<file path="src/rtl/xl_rect_fill.sv">
// xl_rect_fill: rectangle fill engine for the XL frame-buffer write port.
// Latches a normalised rectangle and colour, then issues one write per cycle,
// row by row, until the rectangle is covered. All outputs are registered.
// Optional build macro XL_FILL_CLIP_EN clamps the rectangle to the visible
// frame and skips rectangles that start off-screen.
module xl_rect_fill #(
  parameter int unsigned FB_WIDTH    = 1024,
  parameter int unsigned FB_HEIGHT   = 768,
  parameter int unsigned PIXEL_WIDTH = 32,
  parameter int unsigned ADDR_WIDTH  = 20,
  parameter int unsigned COORD_WIDTH = 11
) (
  input  logic                   clk,
  input  logic                   rst_n,
  input  logic                   start,
  input  logic [COORD_WIDTH-1:0] x0,
  input  logic [COORD_WIDTH-1:0] y0,
  input  logic [COORD_WIDTH-1:0] x1,
  input  logic [COORD_WIDTH-1:0] y1,
  input  logic [PIXEL_WIDTH-1:0] color,
  output logic                   busy,
  output logic                   done,
  output logic                   XL_wr_en,
  output logic [ADDR_WIDTH-1:0]  XL_wr_addr,
  output logic [PIXEL_WIDTH-1:0] XL_wr_data
);

  typedef enum logic [1:0] {StIdle, StSetup, StFill, StDone} state_e;

  localparam logic [ADDR_WIDTH-1:0] FbWidthA = ADDR_WIDTH'(FB_WIDTH);

  // Elaboration-time guard: the address must reach every visible pixel.
  if (ADDR_WIDTH < $clog2(FB_WIDTH * FB_HEIGHT)) begin : g_addr_check
    $error("xl_rect_fill: ADDR_WIDTH too narrow for FB_WIDTH*FB_HEIGHT");
  end

  state_e                 state_q, state_d;
  logic [COORD_WIDTH-1:0] xl_q, xl_d, xr_q, xr_d, yt_q, yt_d, yb_q, yb_d;
  logic [COORD_WIDTH-1:0] x_q, x_d, y_q, y_d;
  logic [ADDR_WIDTH-1:0]  row_base_q, row_base_d;
  logic [PIXEL_WIDTH-1:0] color_q, color_d;
  logic                   busy_q, busy_d, done_q, done_d, wr_en_q, wr_en_d;
  logic [ADDR_WIDTH-1:0]  wr_addr_q, wr_addr_d;
  logic [PIXEL_WIDTH-1:0] wr_data_q, wr_data_d;

  logic [COORD_WIDTH-1:0] xl_n, xr_n, yt_n, yb_n, xr_lim, yb_lim;
  logic                   skip, last_px;

  // Normalise the corners so xl<=xr and yt<=yb.
  always_comb begin
    xl_n = (x0 < x1) ? x0 : x1;
    xr_n = (x0 < x1) ? x1 : x0;
    yt_n = (y0 < y1) ? y0 : y1;
    yb_n = (y0 < y1) ? y1 : y0;
  end

`ifdef XL_FILL_CLIP_EN
  localparam logic [COORD_WIDTH-1:0] XMax = COORD_WIDTH'(FB_WIDTH - 1);
  localparam logic [COORD_WIDTH-1:0] YMax = COORD_WIDTH'(FB_HEIGHT - 1);

  assign xr_lim = (xr_n > XMax) ? XMax : xr_n;
  assign yb_lim = (yb_n > YMax) ? YMax : yb_n;
  // Rectangle entirely off-screen: no pixel survives the clamp.
  assign skip   = (xl_q > XMax) || (yt_q > YMax);
`else
  assign xr_lim = xr_n;
  assign yb_lim = yb_n;
  assign skip   = 1'b0;
`endif

  assign last_px = (x_q == xr_q) && (y_q == yb_q);

  // State register.
  always_ff @(posedge clk or negedge rst_n) begin
    if (!rst_n) state_q <= StIdle;
    else        state_q <= state_d;
  end

  // Next-state logic.
  always_comb begin
    state_d = state_q;
    unique case (state_q)
      StIdle:  if (start) state_d = StSetup;
      StSetup: state_d = skip ? StDone : StFill;
      StFill:  if (last_px) state_d = StDone;
      StDone:  state_d = StIdle;
      default: state_d = StIdle;
    endcase
  end

  // Datapath and registered-output next values; write port holds when idle.
  always_comb begin
    xl_d       = xl_q;
    xr_d       = xr_q;
    yt_d       = yt_q;
    yb_d       = yb_q;
    x_d        = x_q;
    y_d        = y_q;
    row_base_d = row_base_q;
    color_d    = color_q;
    busy_d     = busy_q;
    done_d     = 1'b0;
    wr_en_d    = 1'b0;
    wr_addr_d  = wr_addr_q;
    wr_data_d  = wr_data_q;
    unique case (state_q)
      StIdle: begin
        if (start) begin
          xl_d    = xl_n;
          xr_d    = xr_lim;
          yt_d    = yt_n;
          yb_d    = yb_lim;
          color_d = color;
          busy_d  = 1'b1;
        end
      end
      StSetup: begin
        row_base_d = ADDR_WIDTH'(yt_q) * FbWidthA;
        x_d        = xl_q;
        y_d        = yt_q;
      end
      StFill: begin
        wr_en_d   = 1'b1;
        wr_addr_d = row_base_q + ADDR_WIDTH'(x_q);
        wr_data_d = color_q;
        if (x_q != xr_q) begin
          x_d = x_q + COORD_WIDTH'(1);
        end else if (y_q != yb_q) begin
          x_d        = xl_q;
          y_d        = y_q + COORD_WIDTH'(1);
          row_base_d = row_base_q + FbWidthA;
        end
      end
      StDone: begin
        busy_d = 1'b0;
        done_d = 1'b1;
      end
      default: ;
    endcase
  end

  // Datapath and output registers.
  always_ff @(posedge clk or negedge rst_n) begin
    if (!rst_n) begin
      xl_q       <= '0;
      xr_q       <= '0;
      yt_q       <= '0;
      yb_q       <= '0;
      x_q        <= '0;
      y_q        <= '0;
      row_base_q <= '0;
      color_q    <= '0;
      busy_q     <= 1'b0;
      done_q     <= 1'b0;
      wr_en_q    <= 1'b0;
      wr_addr_q  <= '0;
      wr_data_q  <= '0;
    end else begin
      xl_q       <= xl_d;
      xr_q       <= xr_d;
      yt_q       <= yt_d;
      yb_q       <= yb_d;
      x_q        <= x_d;
      y_q        <= y_d;
      row_base_q <= row_base_d;
      color_q    <= color_d;
      busy_q     <= busy_d;
      done_q     <= done_d;
      wr_en_q    <= wr_en_d;
      wr_addr_q  <= wr_addr_d;
      wr_data_q  <= wr_data_d;
    end
  end

  assign busy       = busy_q;
  assign done       = done_q;
  assign XL_wr_en   = wr_en_q;
  assign XL_wr_addr = wr_addr_q;
  assign XL_wr_data = wr_data_q;

endmodule

</file>
<file path="config.mk">
export PLATFORM = sky130hd
export DESIGN_NAME = xl_rect_fill
export DESIGN_NICKNAME = d
export VERILOG_FILES = /design/src/rtl/xl_rect_fill.sv
export SDC_FILE = /design/constraint.sdc
export NUM_CORES = 1
export LEC_CHECK = 0
export ABC_AREA = 1
export CAP_MARGIN = 5
export CORE_ASPECT_RATIO = 1.2
export CORE_MARGIN = 8
export CORE_UTILIZATION = 45
export CTS_CLUSTER_DIAMETER = 120
export DETAILED_ROUTE_END_ITERATION = 6
export PLACE_DENSITY = 0.71
export SYNTH_ARGS = -nofsm -noshare
export SYNTH_HDL_FRONTEND = slang
export SYNTH_SLANG_ARGS = --single-unit
</file>
<file path="constraint.sdc">
create_clock -name clk -period 1.6 [get_ports clk]
set_input_delay 0.32 -clock clk [delete_from_list [all_inputs] [get_ports clk]]
set_output_delay 0.32 -clock clk [all_outputs]
set_load 0.02 [all_outputs]
</file>
==> results.tsv <==
metric	value	unit
status	finished, violations left	
violations	setup timing	
synthFlopType	dfrtp_1	
start_util	0.455	
r2r_slack	-0.05	ns
p_leak	7.11	nW
path_buf_inv	3	
finalClockSkew	0.0143	ns
final_cells	1780	
p_int	13.6	mW
fmax	605	MHz
dieArea	25100	um2
grt_max_degree	55	
avgSynthCellArea	7.26	um2
antenna_found_initial	1	
drc_errors	0	
synth.top_cell.area_share	0.453	
synth.top_cells.by_count	nand2_1 (586), dfrtp_1 (165), inv_1 (101), nand3_1 (90), nand4_1 (82)	
syn_area	9120	um2
first_global_vias	9114	
clock_sinks	165	
crit_path_max_incr_delay	0.43	ns
cp_common_cell	nand2_1	
ios	134	
clockBufferDepth	2	
setup_violations	19	
r2r_start	y_q[8]	
grt_overflow	0	
combPwrFrac	0.496	
yosysWarningCount	0	
synth-seq-cells	165	
slew_viol_final	0	
utilization	0.673	
switchingPower	10.0	mW
first_pass_iters	6	
grtUsageTotal	0.219	
synthCells	1256	
worst_path_max_delay_cell	dfrtp_1	
synth.distinct_cells	30	
rsz0062_at_grt	yes	
htree_levels	4	
row_count	57	
clkTransAtPathRegs	0.06	ns
yosysSeqAreaShare	0.453	
dp.cells	1693	
clock_latency	0.43	ns
hp-start	y0[1]	
drv_cap	0	
reg2reg_depth	11	
period_needed	1.65	ns
syn-num-nets	1364	
wirelength	28.6	mm
fin_worst_hold_slack	0.348	ns
period_share	1.03	
fin_nets	1609	
min_to	yb_q[1]	
syn_to_final_growth	47.8	%
reg2reg_to	y_q[6]	
ir_worst_vdd	0.931	mV
end_kind	register	
synth_most_common_cell	nand2_1	
hold_viol	0	
cts_tree	built	
crit_type	reg2reg	
crit_required	1.96	ns
fp.dieH	172	um
drtAntennaViolNets	0	
hp-class	in2reg	
grt_pass1_wl	45.1	mm
portBuffers	133	
crit_chain	inv_1, nand2_1, nand2_1, nand2_2, nor2_4, nand4_1, buf_4, nand3_4, clkbuf_16, nand2_1, nand2_1	
clockRootBuffer	clkbuf_16	
total_power	23.6	mW
num_vias	9337	
p_seq_frac	0.317	
p_per_area	1750	nW/um2
p_sw_frac	0.425	
hold_path_depth	5	
die_w	146	um
synth_async_sr_flop_share	1.00	
setup.worst_path.start_class	register	
tns	-0.410	ns
wl_per_cell	16.1	um
drive_gt1_frac	0.223	
cp_top_family	simple AND/OR/NAND/NOR gates	
crit_fanout	9	
critPathArrivalTime	2.02	ns
drtIter0Drc	729	
yosysTopAreaCell	dfrtp_1	
gp_congestion	0.890	
pwr-share-clk	0.187	
routed_via_density	5.25	
synth_edf_count	0	
dp_hpwl	17.3	mm
fin_ws	-0.0533	ns
synth_area_leaders	dfrtp_1 (45%), nand2_1 (24%), nand4_1 (5.6%)	
cts_buffers	17	
core	20000	um2
cell usage in the layout, fill, tap and decap left out, types with 23 or more instances in the layout:
cell type | netlist | final
buf_4 | 1 | 112
clkdlybuf4s50_1 | 0 | 37
dfrtp_1 | 165 | 162
dlygate4sd2_1 | 0 | 73
inv_1 | 101 | 79
inv_2 | 2 | 24
nand2_1 | 586 | 549
nand2_2 | 4 | 34
nand3_1 | 90 | 74
nand4_1 | 82 | 82
nor2_1 | 39 | 23
o21ai_0 | 30 | 28
how the worst max path moves through the flow:
stage                    to  depth (start not counted)   start
global route         y_q[6]                         11  y_q[8]
global placement    xl_q[1]                         11   x1[8]
floorplan           yb_q[1]                          9   y1[4]
CTS                 xl_q[6]                         12   x1[1]
detailed placement  xr_q[6]                         11   x1[8]
finish               y_q[6]                         11  y_q[8]
cell type report:
| type | instances | area, um2 |
|---|---|---|
| clock buffer | 19 | 453 |
| inverter | 104 | 393 |
| antenna | 1 | 2.50 |
| fill | 1587 | 6560 |
| timing repair buffer | 297 | 3050 |
| clock inverter | 13 | 184 |
| sequential | 165 | 4130 |
| multi-input combinational | 916 | 4930 |
| tap | 265 | 332 |
through the flow:
stage,setup WS [ns],area [um2]
floorplan,-0.0134,9210
global placement,-0.538,11500
detailed placement,-0.611,11500
CTS,-0.0135,13000
global route,-0.127,13500
finish,-0.0533,13500
power by group through the flow:
stage | clock network (mW) | registers [mW] | logic (mW)
6_report | 4.42 | 7.48 | 11.7
3_5_place_dp | 0 | 7.47 | 10.5
3_3_place_gp | 0 | 7.39 | 10.3
2_1_floorplan | 0 | 7.84 | 5.95
4_1_cts | 4.44 | 7.39 | 10.7
5_1_grt | 4.61 | 7.71 | 13.0
worst min-delay path, stage by stage:
cell	delay, ns
dlymetal6s2s_1	0.16
inv_1	0.08
nand2_1	0.06
nand3_1	0.07
nand2_1	0.05
sequential cells by signal, indices dropped and copies added, names as in the netlist:
register and flops:
XL_wr_data 32, yt_q 11, color_q 32, xl_q 11, y_q 11, XL_wr_addr 20
row_base_q 10, busy 1, done 1, x_q 11, XL_wr_en 1, xr_q 11
state_q 2, yb_q 11
per-layer routing:
layer	global-route usage	share of wire	vias up
met5	0	0	-
met1	0.272	0.41	4375
met4	0.0848	0.026	0
met2	0.377	0.50	391
met3	0.0374	0.065	68
li1	-	-	4503
kinds of logic after synthesis:
logic type / Yosys count / share of synthesized area
AO/OA/AOI/OAI: 53 / 0.0314
adder cells (fa/ha/maj): 29 / 0.0398
other: 1 / 0.000411
buffers and inverters: 175 / 0.0794
AND/OR/NAND/NOR: 808 / 0.372
XOR/XNOR: 25 / 0.0240
flip-flops: 165 / 0.453
what timing repair did:
item,4_1_cts,5_1_grt
pin swaps,50,59
setup endpoints to repair,133,89
cloned,11,3
buffers inserted,26,13
gates resized for setup,177,123
hold buffers,1,0
hold endpoints to repair,32,0
(Power assumes the default switching activity.)
